**config.mk**
```make
export PLATFORM = sky130hd
export DESIGN_NAME = uart_tx_fifo
export DESIGN_NICKNAME = d
export VERILOG_FILES = /design/src/rtl/uart_tx_fifo.sv
export SDC_FILE = /design/constraint.sdc
export NUM_CORES = 1
export LEC_CHECK = 0
export BUFFER_PORTS_ARGS = -buffer_cell sky130_fd_sc_hd__buf_4
export CAP_MARGIN = 25
export CORE_MARGIN = 5
export CORE_UTILIZATION = 40
export CTS_CLUSTER_DIAMETER = 200
export DETAILED_ROUTE_END_ITERATION = 8
export PLACE_DENSITY = 0.68
export SYNTH_ARGS = -nofsm -noshare
export SYNTH_HDL_FRONTEND = slang
export SYNTH_SLANG_ARGS = --single-unit
```
**constraint.sdc**
```tcl
create_clock -name clk -period 5.38 [get_ports clk]
set_input_delay 0.538 -clock clk [delete_from_list [all_inputs] [get_ports clk]]
set_output_delay 0.538 -clock clk [all_outputs]
set_load 0.02 [all_outputs]
```
**src/rtl/uart_tx_fifo.sv**
```systemverilog
// uart_tx_fifo: byte FIFO that issues one byte per UART frame to a downstream
// transmitter using a wr/ready handshake. Producers push freely and watch full.
module uart_tx_fifo #(
   parameter int unsigned DEPTH_LOG2 = 4
) (
   input  logic                  clk,
   input  logic                  reset_n,
   input  logic                  push,
   input  logic [7:0]            push_data,
   input  logic                  flush,
   input  logic                  clear_ovf,
   output logic                  full,
   output logic                  empty,
   output logic [DEPTH_LOG2:0]   level,
   output logic                  overflow,
   output logic                  idle,
   output logic                  tx_wr,
   output logic [7:0]            tx_din,
   input  logic                  tx_ready
);

   localparam int unsigned DEPTH = 1 << DEPTH_LOG2;
   localparam int unsigned PW    = DEPTH_LOG2;
   localparam int unsigned LW    = DEPTH_LOG2 + 1;

   typedef enum logic [1:0] {
      IDLE = 2'd0,
      SEND = 2'd1,
      HOLD = 2'd2
   } state_t;

   state_t          state_q;
   state_t          state_d;

   logic [7:0]      mem [DEPTH];
   logic [PW-1:0]   wr_ptr;
   logic [PW-1:0]   rd_ptr;
   logic [PW-1:0]   wr_ptr_d;
   logic [PW-1:0]   rd_ptr_d;
   logic [LW-1:0]   level_d;
   logic            overflow_d;

   logic            wr_en_c;
   logic            ovf_set_c;
   logic            pop_c;
   logic            tx_wr_d;
   logic [7:0]      tx_din_d;

   // Push qualification: full is the registered pre-edge value, so a push
   // into a full buffer is dropped even if a pop happens in the same cycle.
   always_comb begin
      wr_en_c   = push & ~full & ~flush;
      ovf_set_c = push &  full & ~flush;
   end

   // Storage array; write-only port, no reset needed on data.
   always_ff @(posedge clk) begin
      if (wr_en_c) begin
         mem[wr_ptr] <= push_data;
      end
   end

   // Issue FSM next-state and handshake outputs.
   always_comb begin
      state_d  = state_q;
      pop_c    = 1'b0;
      tx_wr_d  = 1'b0;
      tx_din_d = tx_din;
      case (state_q)
         IDLE: begin
            if (!empty && tx_ready && !flush) begin
               pop_c    = 1'b1;
               tx_wr_d  = 1'b1;
               tx_din_d = mem[rd_ptr];
               state_d  = SEND;
            end
         end
         SEND: begin
            state_d = HOLD;
         end
         HOLD: begin
            if (tx_ready) begin
               state_d = IDLE;
            end
         end
         default: begin
            state_d = IDLE;
         end
      endcase
   end

   // Pointer, occupancy and sticky overflow next values.
   always_comb begin
      wr_ptr_d   = wr_ptr;
      rd_ptr_d   = rd_ptr;
      level_d    = level;
      overflow_d = overflow;
      if (flush) begin
         wr_ptr_d = '0;
         rd_ptr_d = '0;
         level_d  = '0;
      end else begin
         if (wr_en_c) begin
            wr_ptr_d = wr_ptr + PW'(1);
         end
         if (pop_c) begin
            rd_ptr_d = rd_ptr + PW'(1);
         end
         level_d = level + LW'(wr_en_c) - LW'(pop_c);
      end
      if (ovf_set_c) begin
         overflow_d = 1'b1;
      end else if (clear_ovf) begin
         overflow_d = 1'b0;
      end
   end

   // FSM state register.
   always_ff @(posedge clk or negedge reset_n) begin
      if (!reset_n) begin
         state_q <= IDLE;
      end else begin
         state_q <= state_d;
      end
   end

   // Buffer bookkeeping registers; full/empty registered from next level.
   always_ff @(posedge clk or negedge reset_n) begin
      if (!reset_n) begin
         wr_ptr   <= '0;
         rd_ptr   <= '0;
         level    <= '0;
         full     <= 1'b0;
         empty    <= 1'b1;
         overflow <= 1'b0;
      end else begin
         wr_ptr   <= wr_ptr_d;
         rd_ptr   <= rd_ptr_d;
         level    <= level_d;
         full     <= (level_d == LW'(DEPTH));
         empty    <= (level_d == '0);
         overflow <= overflow_d;
      end
   end

   // Transmitter-facing strobe and data registers.
   always_ff @(posedge clk or negedge reset_n) begin
      if (!reset_n) begin
         tx_wr  <= 1'b0;
         tx_din <= 8'h00;
      end else begin
         tx_wr  <= tx_wr_d;
         tx_din <= tx_din_d;
      end
   end

   // Everything handed off: nothing queued, no handshake open, transmitter free.
   assign idle = empty & (state_q == IDLE) & tx_ready;

endmodule
```
# [Word level (Yosys, flattened, before mapping)]
# Memory sizes are Yosys's and may differ from the RTL's. A register that Yosys moved wholly into a read port is not among the register bits.
# Cells that the tools add are included.
[totals] ff_bits=19 mem_bits_rw=128 output_inout_bits=18 wordCells=52 n_memories=1
[memory_table] name="mem" depth=16 width=8 read_ports=1 rd_clocked_by_memory_dff=1 write_ports=1 line="35" text="logic [7:0] mem [DEPTH];"
[classes] addsub=4 n_eq_ne=5 n_mux=14 bitwise=8 n_reduce_logical=12
[ops] op="$mux W4" n=4
[ops] op="$add A4 B1 Y4 const B" n=2
[ops] op="$and A1 B1 Y1" n=6
[ops] op="$mux W1" n=6
[ops] op="$pmux W2 S3" n=1
[ops] op="$reduce_bool A2 Y1" n=3
[ops] op="$add A5 B1 Y5" n=1
[ops] op="$eq A5 B5 Y1 const B" n=1
[ops] op="$logic_not A5 Y1" n=1
[ops] op="$mux W5" n=1
[ops] op="$sub A5 B1 Y5" n=1
[ops] op="$mux W2" n=2
[ops] op="$ne A2 B2 Y1 const B" n=2
[ops] op="$reduce_and A2 Y1" n=2
[ops] op="$logic_not A1 Y1" n=3
[ops] op="$eq A2 B1 Y1 const B" n=1
[ops] op="$eq A2 B2 Y1 const B" n=1
[ops] op="$logic_and A1 B1 Y1" n=2
[ops] op="$logic_not A2 Y1" n=1
[ops] op="$not A1 Y1" n=2

# [Depth between registers and ports, before layout]
[logic_depth] word_depth=8 depth_mapped=13 ltp_nobuf=12

# [Worst setup path before layout]
# No wires, ideal clock.
[synth_timing] path_kind="input port to flip-flop" start="input tx_ready" end="register full" setup_ns=0.125 t_arrival_ns=3.042 required_ns=5.255 slack_ns=2.213 stages=12 path_buffers=1 path_cell_list="nor4b_2 > nand2b_1 > buf_2 > inv_1 > ha_1 > inv_1 > ha_1 > inv_1 > fa_1 > xnor2_1 > or3b_2 > a2111oi_0"
[synth_via] elab_chain_cells=7
[synth_lines] element="from (decl)" line="19" text="input logic tx_ready"
[synth_lines] element="$logic_and A1 B1 Y1 (2 in series)" line="71" text="if (!empty && tx_ready && !flush) begin"
[synth_lines] element="$mux W1" line="71"
[synth_lines] element="$mux W1" line="69" text="case (state_q)"
[synth_lines] element="via pop_c" line="45" text="logic pop_c;"
[synth_lines] element="$sub A5 B1 Y5" line="109" text="level_d = level + LW'(wr_en_c) - LW'(pop_c);"
[synth_lines] element="$mux W5" line="98" text="if (flush) begin"
[synth_lines] element="$eq A5 B5 Y1" line="140" text="full <= (level_d == LW'(DEPTH));"
[synth_lines] element="to (signal assigned)" line="140"
[synth_lines] element="to (decl)" line="12" text="output logic full,"
# The timed path passes the listed nets, and every way through them passes these cells.
# A chain may end at the register's enable or synchronous reset.

# [Worst setup path in the final report]
[layout_timing] start="register state_q[0]" end="register full"
[layout_via] elab_chain_cells=5
[layout_lines] element="from (decl)" line="32" text="state_t state_q;"
[layout_lines] element="from (signal assigned)" line="123" text="state_q <= state_d;"
[layout_lines] element="$logic_not A2 Y1" line="69"
[layout_lines] element="$mux W1" line="69"
[layout_lines] element="via pop_c" line="45"
[layout_lines] element="$sub A5 B1 Y5" line="109"
[layout_lines] element="$mux W5" line="98"
[layout_lines] element="$eq A5 B5 Y1" line="140"
# The timed path passes the listed nets, and every way through them passes these cells.

==> reports/summary.txt <==
Peak supply drop = 279 uV
Sequential share of the synthesized area = 71.9%
Routed wire length = 12,200 um
Reg-to-reg startpoint = state_q[0]$_DFFE_PN0P_
Die area = 0.0183 mm2
LEAKAGE = 2.48 nW
Multi-input logic area = 0.00164 mm2
Clk root buf = clkbuf_16
Post-Syn Area = 0.00629 mm2
# setup viols final = 0
Via count = 3,237
Crit path capture type = flip-flop
HPWL Detailed = 7720 um
Initial antenna violation count = 0
DRT Pass-1 Iters = 5
Outcome = complete, no violations
Cells after synthesis = 355
Fin crit period = 3610 ps
DRC = 0
Global placement routability congestion = 0.819
Synth async-reset ratio = 17.4%
TritonCTS Buffers = 17
Clock latency on the worst-skew pair = 420 ps
Max cap viols = 0
Synth warnings = 0
Count of state elements after synthesis = 155
Largest net degree at the start of global routing = 46
Post-Route Utilization = 47.6%
Crit path cell chain = nor4b_2 -> nand2b_1 -> inv_1 -> ha_1 -> inv_1 -> ha_1 -> inv_1 -> fa_1 -> xnor2_1 -> or3b_2 -> a2111oi_0
Layout Skew = 12.6 ps
Grt ovf = 0
Row count = 45
Reg2Reg Depth = 11
Final Slew Violations = 0
Starting density of the core = 41.1%
Die Span Y = 135 um
Main synth FF type = edfxtp_1
Port bufs = 31
Core Region = 0.0153 mm2
Iteration-0 DRC Markers = 289
Commonest non-fill, non-tap cell in the layout = edfxtp_1
Crit path kind = reg2reg
H-tree depth = 4
Crit path launch type = flip-flop
First-pass GRT wire length = 19,100 um
Area growth, synth to finish = 15.9%
I/O pin total = 32
Final Hold Vio Count = 0
RR Endpoint = full$_DFF_PN0_
Setup bufs post-CTS = 0
Synth unique cells = 44
Worst Path Required = 5670 ps
Hold Path Class = in2async
Vias in the first global route = 3,434
Clock transition at path regs = 60 ps
Via-to-Cell Ratio = 5.25
Die width = 135 um
Period utilization = 67.2%
CP max-delay cell = nor4b_2
Final ANT Viol Nets = 0
Hold buffers post-CTS = 0
CP max stage delay = 520 ps
Number of clock sinks = 155
Clock Path Buffers = 2
RSZ-0062 raised after global routing = false
Avg WL per Cell = 19.7 um
Layout cell share with drive strength beyond 1 = 23.2%
Cell Area, Placed = 0.00672 mm2
Synthesized area per cell = 17.7 um2
Fin area = 0.00729 mm2
Crit path DAT = 3900 ps
CTS resizes = 0
EDFF count, synth = 128
R2R Setup Slk = 1770 ps
# fillers = 1,317
PwrDens = 443 mW/mm2
Slew headroom = 35.4%
Layout Nets = 418
Worst path most repeated cell = inv_1
Gr usage total = 14.1%
Number of diodes = 0
Register area = 0.00452 mm2
Setup TNS = 0 ps
Most frequent cells in the layout = edfxtp_1 (128), buf_4 (33), nor2_1 (29)
Syn Nets = 380
Max FO, Critical Path = 12
CTS tree = done
Fmax = 277 MHz
Slew @ Worst Pin = 966 ps
## cell type report
cell class / instances / share of cell area, %
inverters: 12 / 0.618
flip-flops and latches: 155 / 62.0
clock inverters: 15 / 1.96
clock buffers: 17 / 5.84
repair buffers: 33 / 3.40
well taps: 211 / 3.62
multi-input cells: 174 / 22.5
## registers in the layout, summed over array words and instances (netlist names)
signal    count
mem         128
rd_ptr        4
overflow      1
tx_din        8
empty         1
tx_wr         1
wr_ptr        4
state_q       2
full          1
level         5
## logic make-up (layout without fill, tap and decap cells)
family                     Yosys count  after routing  share of synthesized area, %
muxes                               48             48                          12.5
buffers and inverters               26             77                          2.01
xor gates and xnor gates            10             10                          1.39
adders and majority gates           11             11                          2.31
AOI/OAI and AO/OA                   32             32                          3.84
DFF                                155            155                          71.9
and+or+nand+nor                     73             73                          6.09
## critical path, delay by kind of cell, from the launching register on
| kind | cells | cell delay [ps] |
|---|---|---|
| AND/OR/NAND/NOR | 3 | 1390 |
| flip-flops | 1 | 420 |
| XOR/XNOR | 1 | 180 |
| AO/OA/AOI/OAI | 1 | 360 |
| buffers and inverters | 3 | 320 |
| adder cells (fa/ha/maj) | 3 | 810 |
## how the worst max path moves through the flow
stage | start | endpoint | cells after the start
5_1_grt | state_q[0]$_DFFE_PN0P_ | full$_DFF_PN0_ | 11
6_report | state_q[0]$_DFFE_PN0P_ | full$_DFF_PN0_ | 11
4_1_cts | state_q[0]$_DFFE_PN0P_ | full$_DFF_PN0_ | 11
3_3_place_gp | tx_ready | full$_DFF_PN0_ | 12
3_5_place_dp | tx_ready | full$_DFF_PN0_ | 12
2_1_floorplan | tx_ready | full$_DFF_PN0_ | 12
## where the power goes
part           internal, W  switching [W]
registers          0.00139      0.0000608
logic             0.000291       0.000365
clock network     0.000614       0.000512
total              0.00229       0.000938
## through the flow
step                std cells  setup WS (ps)  total power (W)  hold slack [ps]
finish                    617           1770          0.00323             41.5
detailed placement        585           1590          0.00213              480
floorplan                 355           2210          0.00191              242
global route              617           1460          0.00338             50.2
global placement          585           1800          0.00210              480
CTS                       617           1730          0.00326             37.1
## Yosys cell counts (3+ instances only)
cell      count  area share, %
nand2b_1      3           0.30
a32oi_1       5           0.70
inv_1        12           0.72
nor2b_1       5           0.50
ha_1         10            2.0
nor2_1       29            1.7
nor3_1        3           0.24
mux4_1        4            1.7
a21oi_1       4           0.32
clkbuf_1      4           0.24
dfrtp_1      26             10
xnor2_1       5           0.70
nand2_1      19            1.1
edfxtp_1    128             61
buf_2         5           0.40
a22oi_1      15            1.8
xor2_1        5           0.70
mux2i_1      23            3.7
mux4_2       19            6.8
## layer usage
| metal | track usage, % | up-vias | share of wire, % |
|---|---|---|---|
| met3 | 3.42 | 8 | 4.2 |
| met1 | 17.2 | 1696 | 41 |
| met4 | 4.14 | 0 | 0.81 |
| met2 | 24.9 | 71 | 54 |
| li1 | - | 1462 | - |
| met5 | 0 | - | 0 |
Power figures use the tool's default switching activity.
